[src/rtl/axi_config_wr_burst_if.sv]
// AXI4 write-channel bundle (AW/W/B) for the burst config write adapter.
// The slave modport is the adapter side; master is the interconnect side.
interface axi_config_wr_burst_if #(
    parameter int ADDR_WIDTH  = 32,
    parameter int DATA_WIDTH  = 32,
    parameter int STRB_WIDTH  = DATA_WIDTH / 8,
    parameter int ID_WIDTH    = 8,
    parameter int BUSER_WIDTH = 1
);
    logic [ID_WIDTH-1:0]    s_axi_awid;
    logic [ADDR_WIDTH-1:0]  s_axi_awaddr;
    logic [7:0]             s_axi_awlen;
    logic [2:0]             s_axi_awsize;
    logic [1:0]             s_axi_awburst;
    logic                   s_axi_awvalid;
    logic                   s_axi_awready;
    logic [DATA_WIDTH-1:0]  s_axi_wdata;
    logic [STRB_WIDTH-1:0]  s_axi_wstrb;
    logic                   s_axi_wlast;
    logic                   s_axi_wvalid;
    logic                   s_axi_wready;
    logic [ID_WIDTH-1:0]    s_axi_bid;
    logic [1:0]             s_axi_bresp;
    logic [BUSER_WIDTH-1:0] s_axi_buser;
    logic                   s_axi_bvalid;
    logic                   s_axi_bready;

    modport slave (
        input  s_axi_awid, s_axi_awaddr, s_axi_awlen,
        input  s_axi_awsize, s_axi_awburst, s_axi_awvalid,
        output s_axi_awready,
        input  s_axi_wdata, s_axi_wstrb, s_axi_wlast, s_axi_wvalid,
        output s_axi_wready,
        output s_axi_bid, s_axi_bresp, s_axi_buser, s_axi_bvalid,
        input  s_axi_bready
    );

    modport master (
        output s_axi_awid, s_axi_awaddr, s_axi_awlen,
        output s_axi_awsize, s_axi_awburst, s_axi_awvalid,
        input  s_axi_awready,
        output s_axi_wdata, s_axi_wstrb, s_axi_wlast, s_axi_wvalid,
        input  s_axi_wready,
        input  s_axi_bid, s_axi_bresp, s_axi_buser, s_axi_bvalid,
        output s_axi_bready
    );
endinterface

[src/rtl/axi_config_wr_burst.sv]
// AXI4 write slave turning FIXED/INCR/WRAP bursts into a flow-controlled
// register-write port, one write per data beat, with SLVERR/DECERR reporting.
module axi_config_wr_burst #(
    parameter int ADDR_WIDTH      = 32,
    parameter int DATA_WIDTH      = 32,
    parameter int STRB_WIDTH      = DATA_WIDTH / 8,
    parameter int ID_WIDTH        = 8,
    parameter int REG_SPACE_BYTES = 4096,
    parameter int BUSER_ENABLE    = 0,
    parameter int BUSER_WIDTH     = 1
) (
    input  logic                  clk,
    input  logic                  rst,
    axi_config_wr_burst_if.slave  axi,
    output logic                  wr_valid,
    input  logic                  wr_ready,
    output logic [ADDR_WIDTH-1:0] wr_addr,
    output logic [DATA_WIDTH-1:0] wr_data,
    output logic [STRB_WIDTH-1:0] wr_strb,
    input  logic                  wr_err
);

    localparam logic [2:0] SIZE_MAX = 3'($clog2(STRB_WIDTH));
    localparam logic [ADDR_WIDTH-1:0] ONE = ADDR_WIDTH'(1);
    localparam logic [ADDR_WIDTH:0] SPACE = (ADDR_WIDTH + 1)'(REG_SPACE_BYTES);

    localparam logic [1:0] RESP_OKAY   = 2'b00;
    localparam logic [1:0] RESP_SLVERR = 2'b10;
    localparam logic [1:0] RESP_DECERR = 2'b11;

    typedef enum logic [1:0] {
        IDLE,
        DATA,
        RESP
    } state_t;

    state_t state_q, state_d;

    logic [ID_WIDTH-1:0]   id_q;
    logic [ADDR_WIDTH-1:0] addr_q;
    logic [7:0]            len_q;
    logic [7:0]            cnt_q;
    logic [2:0]            size_q;
    logic [1:0]            burst_q;
    logic                  illegal_q;
    logic                  slverr_q;
    logic                  decerr_q;

    logic                  awready_q;
    logic                  bvalid_q;
    logic [ID_WIDTH-1:0]   bid_q;
    logic [1:0]            bresp_q;

    logic                  wr_valid_q;
    logic [ADDR_WIDTH-1:0] wr_addr_q;
    logic [DATA_WIDTH-1:0] wr_data_q;
    logic [STRB_WIDTH-1:0] wr_strb_q;

    logic                  wready;
    logic                  aw_hs;
    logic                  w_hs;
    logic                  wr_hs;
    logic                  b_hs;
    logic                  last_beat;
    logic                  drained;
    logic                  in_range;
    logic                  aw_illegal;
    logic                  wrap_len_ok;

    logic [ADDR_WIDTH-1:0] step;
    logic [ADDR_WIDTH-1:0] incr_addr;
    logic [ADDR_WIDTH-1:0] wrap_mask;
    logic [ADDR_WIDTH-1:0] wrap_addr;
    logic [ADDR_WIDTH-1:0] next_addr;

    assign aw_hs     = axi.s_axi_awvalid && awready_q;
    assign w_hs      = axi.s_axi_wvalid && wready;
    assign wr_hs     = wr_valid_q && wr_ready;
    assign b_hs      = bvalid_q && axi.s_axi_bready;
    assign last_beat = (cnt_q == len_q);
    assign drained   = !wr_valid_q || wr_ready;
    assign in_range  = ({1'b0, addr_q} < SPACE);

    assign wrap_len_ok = (axi.s_axi_awlen == 8'd1) ||
                         (axi.s_axi_awlen == 8'd3) ||
                         (axi.s_axi_awlen == 8'd7) ||
                         (axi.s_axi_awlen == 8'd15);

    assign aw_illegal = (axi.s_axi_awburst == 2'b11) ||
                        (axi.s_axi_awsize > SIZE_MAX) ||
                        ((axi.s_axi_awburst == 2'b10) && !wrap_len_ok);

    assign step      = ONE << size_q;
    assign incr_addr = (addr_q & ~(step - ONE)) + step;
    assign wrap_mask = ((ADDR_WIDTH'(len_q) + ONE) << size_q) - ONE;
    assign wrap_addr = (addr_q & ~wrap_mask) | ((addr_q + step) & wrap_mask);

    always_comb begin
        next_addr = addr_q;
        case (burst_q)
            2'b01:   next_addr = incr_addr;
            2'b10:   next_addr = wrap_addr;
            default: next_addr = addr_q;
        endcase
    end

    always_ff @(posedge clk) begin
        if (rst) begin
            state_q <= IDLE;
        end else begin
            state_q <= state_d;
        end
    end

    always_comb begin
        state_d = state_q;
        wready  = 1'b0;
        unique case (state_q)
            IDLE: begin
                if (aw_hs) begin
                    state_d = DATA;
                end
            end
            DATA: begin
                // Output register refills in the same cycle it drains.
                wready = !wr_valid_q || wr_ready;
                if (axi.s_axi_wvalid && wready && last_beat) begin
                    state_d = RESP;
                end
            end
            RESP: begin
                if (b_hs) begin
                    state_d = IDLE;
                end
            end
            default: state_d = IDLE;
        endcase
    end

    always_ff @(posedge clk) begin
        if (rst) begin
            awready_q  <= 1'b0;
            id_q       <= '0;
            addr_q     <= '0;
            len_q      <= '0;
            cnt_q      <= '0;
            size_q     <= '0;
            burst_q    <= '0;
            illegal_q  <= 1'b0;
            slverr_q   <= 1'b0;
            decerr_q   <= 1'b0;
            bvalid_q   <= 1'b0;
            bid_q      <= '0;
            bresp_q    <= RESP_OKAY;
            wr_valid_q <= 1'b0;
            wr_addr_q  <= '0;
            wr_data_q  <= '0;
            wr_strb_q  <= '0;
        end else begin
            awready_q <= (state_d == IDLE);

            if (aw_hs) begin
                id_q      <= axi.s_axi_awid;
                addr_q    <= axi.s_axi_awaddr;
                len_q     <= axi.s_axi_awlen;
                size_q    <= axi.s_axi_awsize;
                burst_q   <= axi.s_axi_awburst;
                cnt_q     <= '0;
                illegal_q <= aw_illegal;
                slverr_q  <= 1'b0;
                decerr_q  <= 1'b0;
            end

            if (w_hs) begin
                wr_addr_q  <= addr_q;
                wr_data_q  <= axi.s_axi_wdata;
                wr_strb_q  <= axi.s_axi_wstrb;
                wr_valid_q <= !illegal_q && in_range;
                addr_q     <= next_addr;
                cnt_q      <= cnt_q + 8'd1;
                if (!illegal_q && !in_range) begin
                    decerr_q <= 1'b1;
                end
                if (axi.s_axi_wlast != last_beat) begin
                    slverr_q <= 1'b1;
                end
            end else if (wr_ready) begin
                wr_valid_q <= 1'b0;
            end

            if (wr_hs && wr_err) begin
                slverr_q <= 1'b1;
            end

            // The final bank error is folded in on the draining handshake.
            if (state_q == RESP && !bvalid_q && drained) begin
                bvalid_q <= 1'b1;
                bid_q    <= id_q;
                if (decerr_q) begin
                    bresp_q <= RESP_DECERR;
                end else if (slverr_q || illegal_q || (wr_hs && wr_err)) begin
                    bresp_q <= RESP_SLVERR;
                end else begin
                    bresp_q <= RESP_OKAY;
                end
            end else if (b_hs) begin
                bvalid_q <= 1'b0;
            end
        end
    end

    // No user sideband source exists, so buser reads zero either way.
    if (BUSER_ENABLE != 0) begin : g_buser
        assign axi.s_axi_buser = {BUSER_WIDTH{1'b0}};
    end else begin : g_buser_tie
        assign axi.s_axi_buser = '0;
    end

    assign axi.s_axi_awready = awready_q;
    assign axi.s_axi_wready  = wready;
    assign axi.s_axi_bvalid  = bvalid_q;
    assign axi.s_axi_bid     = bid_q;
    assign axi.s_axi_bresp   = bresp_q;

    assign wr_valid = wr_valid_q;
    assign wr_addr  = wr_addr_q;
    assign wr_data  = wr_data_q;
    assign wr_strb  = wr_strb_q;

endmodule
[src/flat_wrapper.sv]
// flat-port wrapper written by rule: the top's interface ports become plain ports
module axi_config_wr_burst_flat 
#(
    parameter int ADDR_WIDTH      = 32,
    parameter int DATA_WIDTH      = 32,
    parameter int STRB_WIDTH      = DATA_WIDTH / 8,
    parameter int ID_WIDTH        = 8,
    parameter int REG_SPACE_BYTES = 4096,
    parameter int BUSER_ENABLE    = 0,
    parameter int BUSER_WIDTH     = 1
)
  (clk, rst, wr_valid, wr_ready, wr_addr, wr_data, wr_strb, wr_err, axi_s_axi_awid, axi_s_axi_awaddr, axi_s_axi_awlen, axi_s_axi_awsize, axi_s_axi_awburst, axi_s_axi_awvalid, axi_s_axi_awready, axi_s_axi_wdata, axi_s_axi_wstrb, axi_s_axi_wlast, axi_s_axi_wvalid, axi_s_axi_wready, axi_s_axi_bid, axi_s_axi_bresp, axi_s_axi_buser, axi_s_axi_bvalid, axi_s_axi_bready);
  axi_config_wr_burst_if #(.ADDR_WIDTH(ADDR_WIDTH), .DATA_WIDTH(DATA_WIDTH), .STRB_WIDTH(STRB_WIDTH), .ID_WIDTH(ID_WIDTH), .BUSER_WIDTH(BUSER_WIDTH)) axi_i ();
  input  logic clk;
  input  logic rst;
  output logic wr_valid;
  input  logic wr_ready;
  output logic [ADDR_WIDTH-1:0] wr_addr;
  output logic [DATA_WIDTH-1:0] wr_data;
  output logic [STRB_WIDTH-1:0] wr_strb;
  input  logic wr_err;
  input wire logic [$bits(axi_i.s_axi_awid)-1:0] axi_s_axi_awid;
  input wire logic [$bits(axi_i.s_axi_awaddr)-1:0] axi_s_axi_awaddr;
  input wire logic [$bits(axi_i.s_axi_awlen)-1:0] axi_s_axi_awlen;
  input wire logic [$bits(axi_i.s_axi_awsize)-1:0] axi_s_axi_awsize;
  input wire logic [$bits(axi_i.s_axi_awburst)-1:0] axi_s_axi_awburst;
  input wire logic [$bits(axi_i.s_axi_awvalid)-1:0] axi_s_axi_awvalid;
  output wire logic [$bits(axi_i.s_axi_awready)-1:0] axi_s_axi_awready;
  input wire logic [$bits(axi_i.s_axi_wdata)-1:0] axi_s_axi_wdata;
  input wire logic [$bits(axi_i.s_axi_wstrb)-1:0] axi_s_axi_wstrb;
  input wire logic [$bits(axi_i.s_axi_wlast)-1:0] axi_s_axi_wlast;
  input wire logic [$bits(axi_i.s_axi_wvalid)-1:0] axi_s_axi_wvalid;
  output wire logic [$bits(axi_i.s_axi_wready)-1:0] axi_s_axi_wready;
  output wire logic [$bits(axi_i.s_axi_bid)-1:0] axi_s_axi_bid;
  output wire logic [$bits(axi_i.s_axi_bresp)-1:0] axi_s_axi_bresp;
  output wire logic [$bits(axi_i.s_axi_buser)-1:0] axi_s_axi_buser;
  output wire logic [$bits(axi_i.s_axi_bvalid)-1:0] axi_s_axi_bvalid;
  input wire logic [$bits(axi_i.s_axi_bready)-1:0] axi_s_axi_bready;
  assign axi_i.s_axi_awid = axi_s_axi_awid;
  assign axi_i.s_axi_awaddr = axi_s_axi_awaddr;
  assign axi_i.s_axi_awlen = axi_s_axi_awlen;
  assign axi_i.s_axi_awsize = axi_s_axi_awsize;
  assign axi_i.s_axi_awburst = axi_s_axi_awburst;
  assign axi_i.s_axi_awvalid = axi_s_axi_awvalid;
  assign axi_s_axi_awready = axi_i.s_axi_awready;
  assign axi_i.s_axi_wdata = axi_s_axi_wdata;
  assign axi_i.s_axi_wstrb = axi_s_axi_wstrb;
  assign axi_i.s_axi_wlast = axi_s_axi_wlast;
  assign axi_i.s_axi_wvalid = axi_s_axi_wvalid;
  assign axi_s_axi_wready = axi_i.s_axi_wready;
  assign axi_s_axi_bid = axi_i.s_axi_bid;
  assign axi_s_axi_bresp = axi_i.s_axi_bresp;
  assign axi_s_axi_buser = axi_i.s_axi_buser;
  assign axi_s_axi_bvalid = axi_i.s_axi_bvalid;
  assign axi_i.s_axi_bready = axi_s_axi_bready;
  axi_config_wr_burst #(.ADDR_WIDTH(ADDR_WIDTH), .DATA_WIDTH(DATA_WIDTH), .STRB_WIDTH(STRB_WIDTH), .ID_WIDTH(ID_WIDTH), .REG_SPACE_BYTES(REG_SPACE_BYTES), .BUSER_ENABLE(BUSER_ENABLE), .BUSER_WIDTH(BUSER_WIDTH)) u_core (.clk(clk), .rst(rst), .axi(axi_i), .wr_valid(wr_valid), .wr_ready(wr_ready), .wr_addr(wr_addr), .wr_data(wr_data), .wr_strb(wr_strb), .wr_err(wr_err));
endmodule
[config.mk]
export PLATFORM = sky130hd
export DESIGN_NAME = axi_config_wr_burst_flat
export DESIGN_NICKNAME = d
export VERILOG_FILES = /design/src/rtl/axi_config_wr_burst_if.sv /design/src/rtl/axi_config_wr_burst.sv /design/src/flat_wrapper.sv
export SDC_FILE = /design/constraint.sdc
export NUM_CORES = 1
export LEC_CHECK = 0
export ABC_AREA = 1
export CORE_ASPECT_RATIO = 1.2
export CORE_MARGIN = 1.5
export CORE_UTILIZATION = 39
export DETAILED_ROUTE_END_ITERATION = 8
export PLACE_DENSITY = 0.74
export SLEW_MARGIN = 20
export SYNTH_ARGS = -nofsm -noshare
export SYNTH_HDL_FRONTEND = slang
export SYNTH_SLANG_ARGS = --single-unit
[constraint.sdc]
create_clock -name clk -period 8.6 [get_ports clk]
set_clock_uncertainty 0.1 [all_clocks]
set_input_delay 2.15 -clock clk [delete_from_list [all_inputs] [get_ports clk]]
set_output_delay 2.15 -clock clk [all_outputs]
set_load 0.02 [all_outputs]
==> impl_metrics.tcl, run 1 <==
set metrics [dict create \
    status "finished, final reports clean" \
    postCtsHoldBufs 0 \
    dieArea_sq_um 25760 \
    crit_path_top_delay_cell "clkdlybuf4s50_1" \
    antenna_found_initial 0 \
    postSynthCellCount 1526 \
    finalSetupViolations 0 \
    end_kind "output pin" \
    stdcell_count 1999 \
    die_h_um 175.5 \
    synth_area_leaders "dfxtp_1 30%, nand2_1 12%, nor2_1 9.5%, o21ai_0 7.5%, nand3_1 6.8%" \
    synth_top_area_share_pct 30.43 \
    rsz0062_at_grt "false" \
    fp.dieW_um 146.8 \
    crit_buf_inv 2 \
    fin_nets 1782 \
    cts_root_buffer "clkbuf_16" \
    cts_tree "built" \
    cp_cell_sequence "clkdlybuf4s50_1 > nor2_1 > nor2_1 > clkdlybuf4s50_1" \
    gp_congestion 0.9821 \
    seq_area_frac_synth_pct 30.43 \
    finalMaxSlewViolations 0 \
    final_layout_size_suffix_gt1_share_pct 8.279 \
    power.density_nw_per_um2 177.4 \
    avgSynthCellArea_sq_um 6.338 \
    cts_buffers 17 \
    areaGrowthSynthToFinish_pct 26.56 \
    cts_resized 0 \
    drtIter0Drc 837 \
    yosysTopAreaCell "dfxtp_1" \
    antennaDiodeCount 0 \
    htree_levels 4 \
    clk_latency_ns 0.43 \
    grt_pass1_vias 9945 \
    clk_pin_slew_ns 0.07 \
    worstPathMaxFanout 3 \
    syn_area_sq_um 9672 \
    maxCapViolCount 0 \
    wl_per_cell_um 16.36 \
    io_buffers 178 \
    dr.pass1.iters 6 \
    fin_util_pct 50.74 \
    track_usage_pct 25.28 \
    yosysWarnings 0 \
    grt_pass1_wl_mm 51.67 \
    synthesis.nets 1642 \
    std_cell_rows 62 \
    criticalPathCategory "in -> out" \
    grt_max_degree 95 \
    start_util_pct 40.09 \
    final_common_cell "nand2_1" \
    drcViolationCount 0 \
    place_ws_ns 2.774 \
    coreArea_sq_um 24130 \
    cts_setup_buffers 0 \
    hold_path.class "reg -> reg" \
    p_leak_nw 4.834 \
    ys_async_sr_fraction_pct 0 \
    synth-seq-cells 147 \
    synth-main-ff-cell "dfxtp_1" \
    cp_data_arrival_time_ns 3.42 \
    fill_cells 2405 \
    dp_cells 1967 \
    setup_ws_ns 2.926 \
    final_area_sq_um 12240 \
    slew_headroom_pct 32.06 \
    routed_wirelength_mm 32.70 \
    clock_sinks 147 \
    place_area_sq_um 11610 \
    io_pins 180 \
    synth_cell_types 56 \
    critPathTopFamily "buffers and inverters" \
    cts_buffer_depth 2 \
    power_mw 2.171 \
    period_share_pct 65.97 \
    holdWs_ns 0.3783 \
    final_cell_mix "314 x nand2_1, 244 x nor2_1, 178 x clkdlybuf4s50_1" \
    worst-slew-pin-transition_ns 1.018 \
    vias_per_cell 5.354 \
    cp_slowest_stage_delay_ns 0.61 \
    startpoint_type "input pin" \
    post-route-min-period_ns 5.674 \
    synth_edf_count 0 \
    setup-tns-final_ns 0 \
    ir_drop_v 0.0001422 \
    hpwl_mm 23.89 \
    cp_data_required_time_ns 6.35 \
    grt.overflow.total 0 \
    vias 10700 \
    hold_viol_final 0 \
    fmax_ghz 0.1762 \
    drtAntennaViolNets 0 \
]
## Yosys cell counts (3+ instances only)
master,instances
o21ai_1,13
or2_2,3
nand2_1,315
xor2_1,29
nand3_2,16
xnor2_1,8
nor3_1,26
inv_2,13
nand3_1,132
nand2_4,4
a31oi_1,4
nor2_2,15
buf_4,6
nor2_1,244
o31ai_1,3
a21oi_2,8
inv_1,119
ha_1,18
nor2_4,8
buf_2,9
o21ai_2,4
buf_6,5
o211ai_1,4
a21oi_1,94
nor4_1,11
nand4_1,20
nand3b_1,5
a211oi_1,4
o21ai_0,145
dfxtp_1,147
clkbuf_1,38
nand2_2,18
buf_1,9
## final timing paths
path	start	endpoint	slack [ns]	depth (start not counted)
min reg2reg	u_core.burst_q[0]	u_core.burst_q[0]	0.38	2
min	u_core.burst_q[0]	u_core.burst_q[0]	0.38	2
max	wr_ready	axi_s_axi_wready	2.93	4
max reg2reg	u_core.size_q[2]	flip-flop	4.45	20
## power breakdown
part | total, mW | internal [mW] | switching, mW
Clock | 0.804 | 0.451 | 0.353
Combinational | 0.581 | 0.215 | 0.366
Sequential | 0.786 | 0.733 | 0.0525
Total | 2.17 | 1.40 | 0.772
## tightest hold or removal path, delay by kind of cell (launching register included)
family                 cells  cell delay, ns
flip-flops                 1            0.30
AO/OA/AOI/OAI              1            0.06
buffers and inverters      1            0.07
## cell type report
| cell class | instances | area, sq um | area share, % |
|---|---|---|---|
| clock buffers | 18 | 439.2 | 3.588 |
| clock inverters | 14 | 190.2 | 1.554 |
| inverters | 136 | 516.7 | 4.222 |
| multi-input cells | 1176 | 5894 | 48.15 |
| flip-flops and latches | 147 | 2943 | 24.04 |
| well taps | 320 | 400.4 | 3.271 |
| repair buffers | 188 | 1857 | 15.17 |
## cell families after synthesis
| group | Yosys count | share of synthesized area (%) |
|---|---|---|
| AOI/OAI and AO/OA | 296 | 16.73 |
| xor gates and xnor gates | 37 | 3.351 |
| adders and majority gates | 19 | 2.536 |
| buffers and inverters | 203 | 8.655 |
| DFF | 147 | 30.43 |
| other | 1 | 0.03877 |
| and+or+nand+nor | 823 | 38.27 |
## layer usage
| layer | share of wire [%] | routed length [um] | GRT usage (%) |
|---|---|---|---|
| met1 | 42 | 13720 | 30.67 |
| met2 | 48 | 15680 | 43.30 |
| met3 | 5.4 | 1777 | 3.766 |
| met4 | 4.6 | 1517 | 12.92 |
| met5 | 0 | 0 | 0 |
Note: power is estimated with default switching activity, not from simulation.
==> run 2: changes to the inputs <==
==> constraint.sdc (replaced) <==
create_clock -name clk -period 5.4 [get_ports clk]
set_clock_uncertainty 0.1 [all_clocks]
set_input_delay 1.35 -clock clk [delete_from_list [all_inputs] [get_ports clk]]
set_output_delay 1.35 -clock clk [all_outputs]
set_load 0.02 [all_outputs]
==> run 2 against run 1 <==
Critical path depth increased by 7. Die area unchanged. Power up 53%. Routed wire length shrank 0.95%. Via count shrank 0.57%. Hold slack about the same. Critical path type is now in -> reg. Clock power rose by 43%. Setup slack worse by 1.6 ns. Combinational power up 59%. Final cell count up 0.15%. Global-route usage fell by 0.20 points. Non-clock buffer count rose by 3.
==> impl_metrics.tcl, run 2 (same netlist as run 1, synthesis figures left out) <==
set metrics [dict create \
    hold_path.class "reg -> reg" \
    finalSetupViolations 0 \
    cp_data_required_time_ns 5.60 \
    worst-slew-pin-transition_ns 0.9777 \
    dr.pass1.iters 7 \
    cts_root_buffer "clkbuf_16" \
    grt_pass1_wl_mm 51.58 \
    routed_wirelength_mm 32.39 \
    gr-usage-met1_pct 30.10 \
    io_pins 180 \
    fin_nets 1785 \
    track_usage_pct 25.07 \
    vias_per_cell 5.316 \
    fmax_ghz 0.2456 \
    clock_sinks 147 \
    grt_max_degree 99 \
    final_layout_size_suffix_gt1_share_pct 8.383 \
    grt.busiest_layer "met2" \
    coreArea_sq_um 24130 \
    final_common_cell "nand2_1" \
    grt_pass1_vias 10100 \
    wl_per_cell_um 16.18 \
    gr-usage-met2_pct 43.20 \
    clk_pin_slew_ns 0.06 \
    cts_buffers 17 \
    start_util_pct 40.09 \
    std_cell_rows 62 \
    cp_cell_sequence "clkdlybuf4s50_1 > nor2_1 > nor2_1 > nand2_2 > buf_4 > nor2_1 > buf_4 > inv_1 > o21ai_0 > a311oi_1 > a211oi_1" \
    setup_ws_ns 1.328 \
    cts_buffer_depth 2 \
    criticalPathCategory "in -> reg" \
    multi_input_area_sq_um 5894 \
    power.density_nw_per_um2 273.0 \
    drtIter0Drc 981 \
    crit_path_top_delay_cell "inv_1" \
    ir_drop_v 0.0002464 \
    cpMostUsedCell "nor2_1" \
    grt_use_met3_pct 3.377 \
    vias 10640 \
    worstPathMaxFanout 29 \
    htree_levels 4 \
    finalMaxSlewViolations 0 \
    cts_setup_buffers 0 \
    antenna_found_initial 0 \
    cts_tree "built" \
    period_share_pct 75.41 \
    p_leak_nw 4.811 \
    areaGrowthSynthToFinish_pct 26.09 \
    maxCapViolCount 0 \
    gp_congestion 0.9522 \
    postCtsHoldBufs 0 \
    cp_slowest_stage_delay_ns 0.72 \
    die_h_um 175.5 \
    drcViolationCount 0 \
    hold_viol_final 0 \
    cts_resized 0 \
    crit_buf_inv 4 \
    final_cell_mix "314 x nand2_1, 244 x nor2_1, 178 x clkdlybuf4s50_1" \
    io_buffers 178 \
    end_kind "flip-flop" \
    fill_cells 2373 \
    slew_headroom_pct 34.73 \
    cp_data_arrival_time_ns 4.27 \
    post-route-min-period_ns 4.072 \
    grt.overflow.total 0 \
    rsz0062_at_grt "false" \
    place_ws_ns 0.9768 \
    clk_latency_ns 0.44 \
    fp.dieW_um 146.8 \
    setup-tns-final_ns 0 \
    critPathTopFamily "buffers and inverters" \
    status "finished, final reports clean" \
    dieArea_sq_um 25760 \
    power_mw 3.329 \
    startpoint_type "input pin" \
    antennaDiodeCount 0 \
    hpwl_mm 24.14 \
    drtAntennaViolNets 0 \
    final-seq-area_sq_um 2943 \
]
[run 2: path summary, 6_finish.rpt]
check | from | cells after the start | endpoint | slack (ns)
hold / removal | u_core.burst_q[0] | 2 | u_core.burst_q[0] | 0.38
setup reg to reg | u_core.size_q[0] | 20 | flip-flop | 1.47
hold reg to reg | u_core.burst_q[0] | 2 | u_core.burst_q[0] | 0.38
setup / recovery | wr_ready | 11 | flip-flop | 1.33
[run 2: final cells by class]
class                           instances  area share (%)
Multi-Input combinational cell       1176           48.33
Sequential cell                       147           24.13
Timing Repair Buffer                  191           15.41
Inverter                              136           4.237
Clock buffer                           21           3.858
Tap cell                              320           3.283
Clock inverter                         11          0.7490
[run 2: tightest hold or removal path, stage by stage (launching register included)]
cell and delay (ns):
dfxtp_1 0.30, inv_1 0.07, a21oi_1 0.06
[run 2: stage by stage]
stage	utilization (%)	hold WS, ns	area [sq um]	cells
floorplan	-	0.3441	9672	1526
global placement	48.22	0.3631	11630	1970
detailed placement	48.22	0.3685	11630	1970
CTS	50.55	0.3756	12200	2002
global route	50.55	0.4089	12200	2002
finish	50.55	0.3783	12200	2002
[run 2: metal layers]
metal	share of wire, %	up-vias
met3	4.7	110
met2	47	374
met5	0	-
li1	-	5318
met1	43	4840
met4	5.3	0
[run 2: power breakdown]
part           total (mW)  switching, mW  internal (mW)
sequential           1.26         0.0869           1.17
clock                1.15          0.516          0.635
combinational       0.923          0.579          0.344
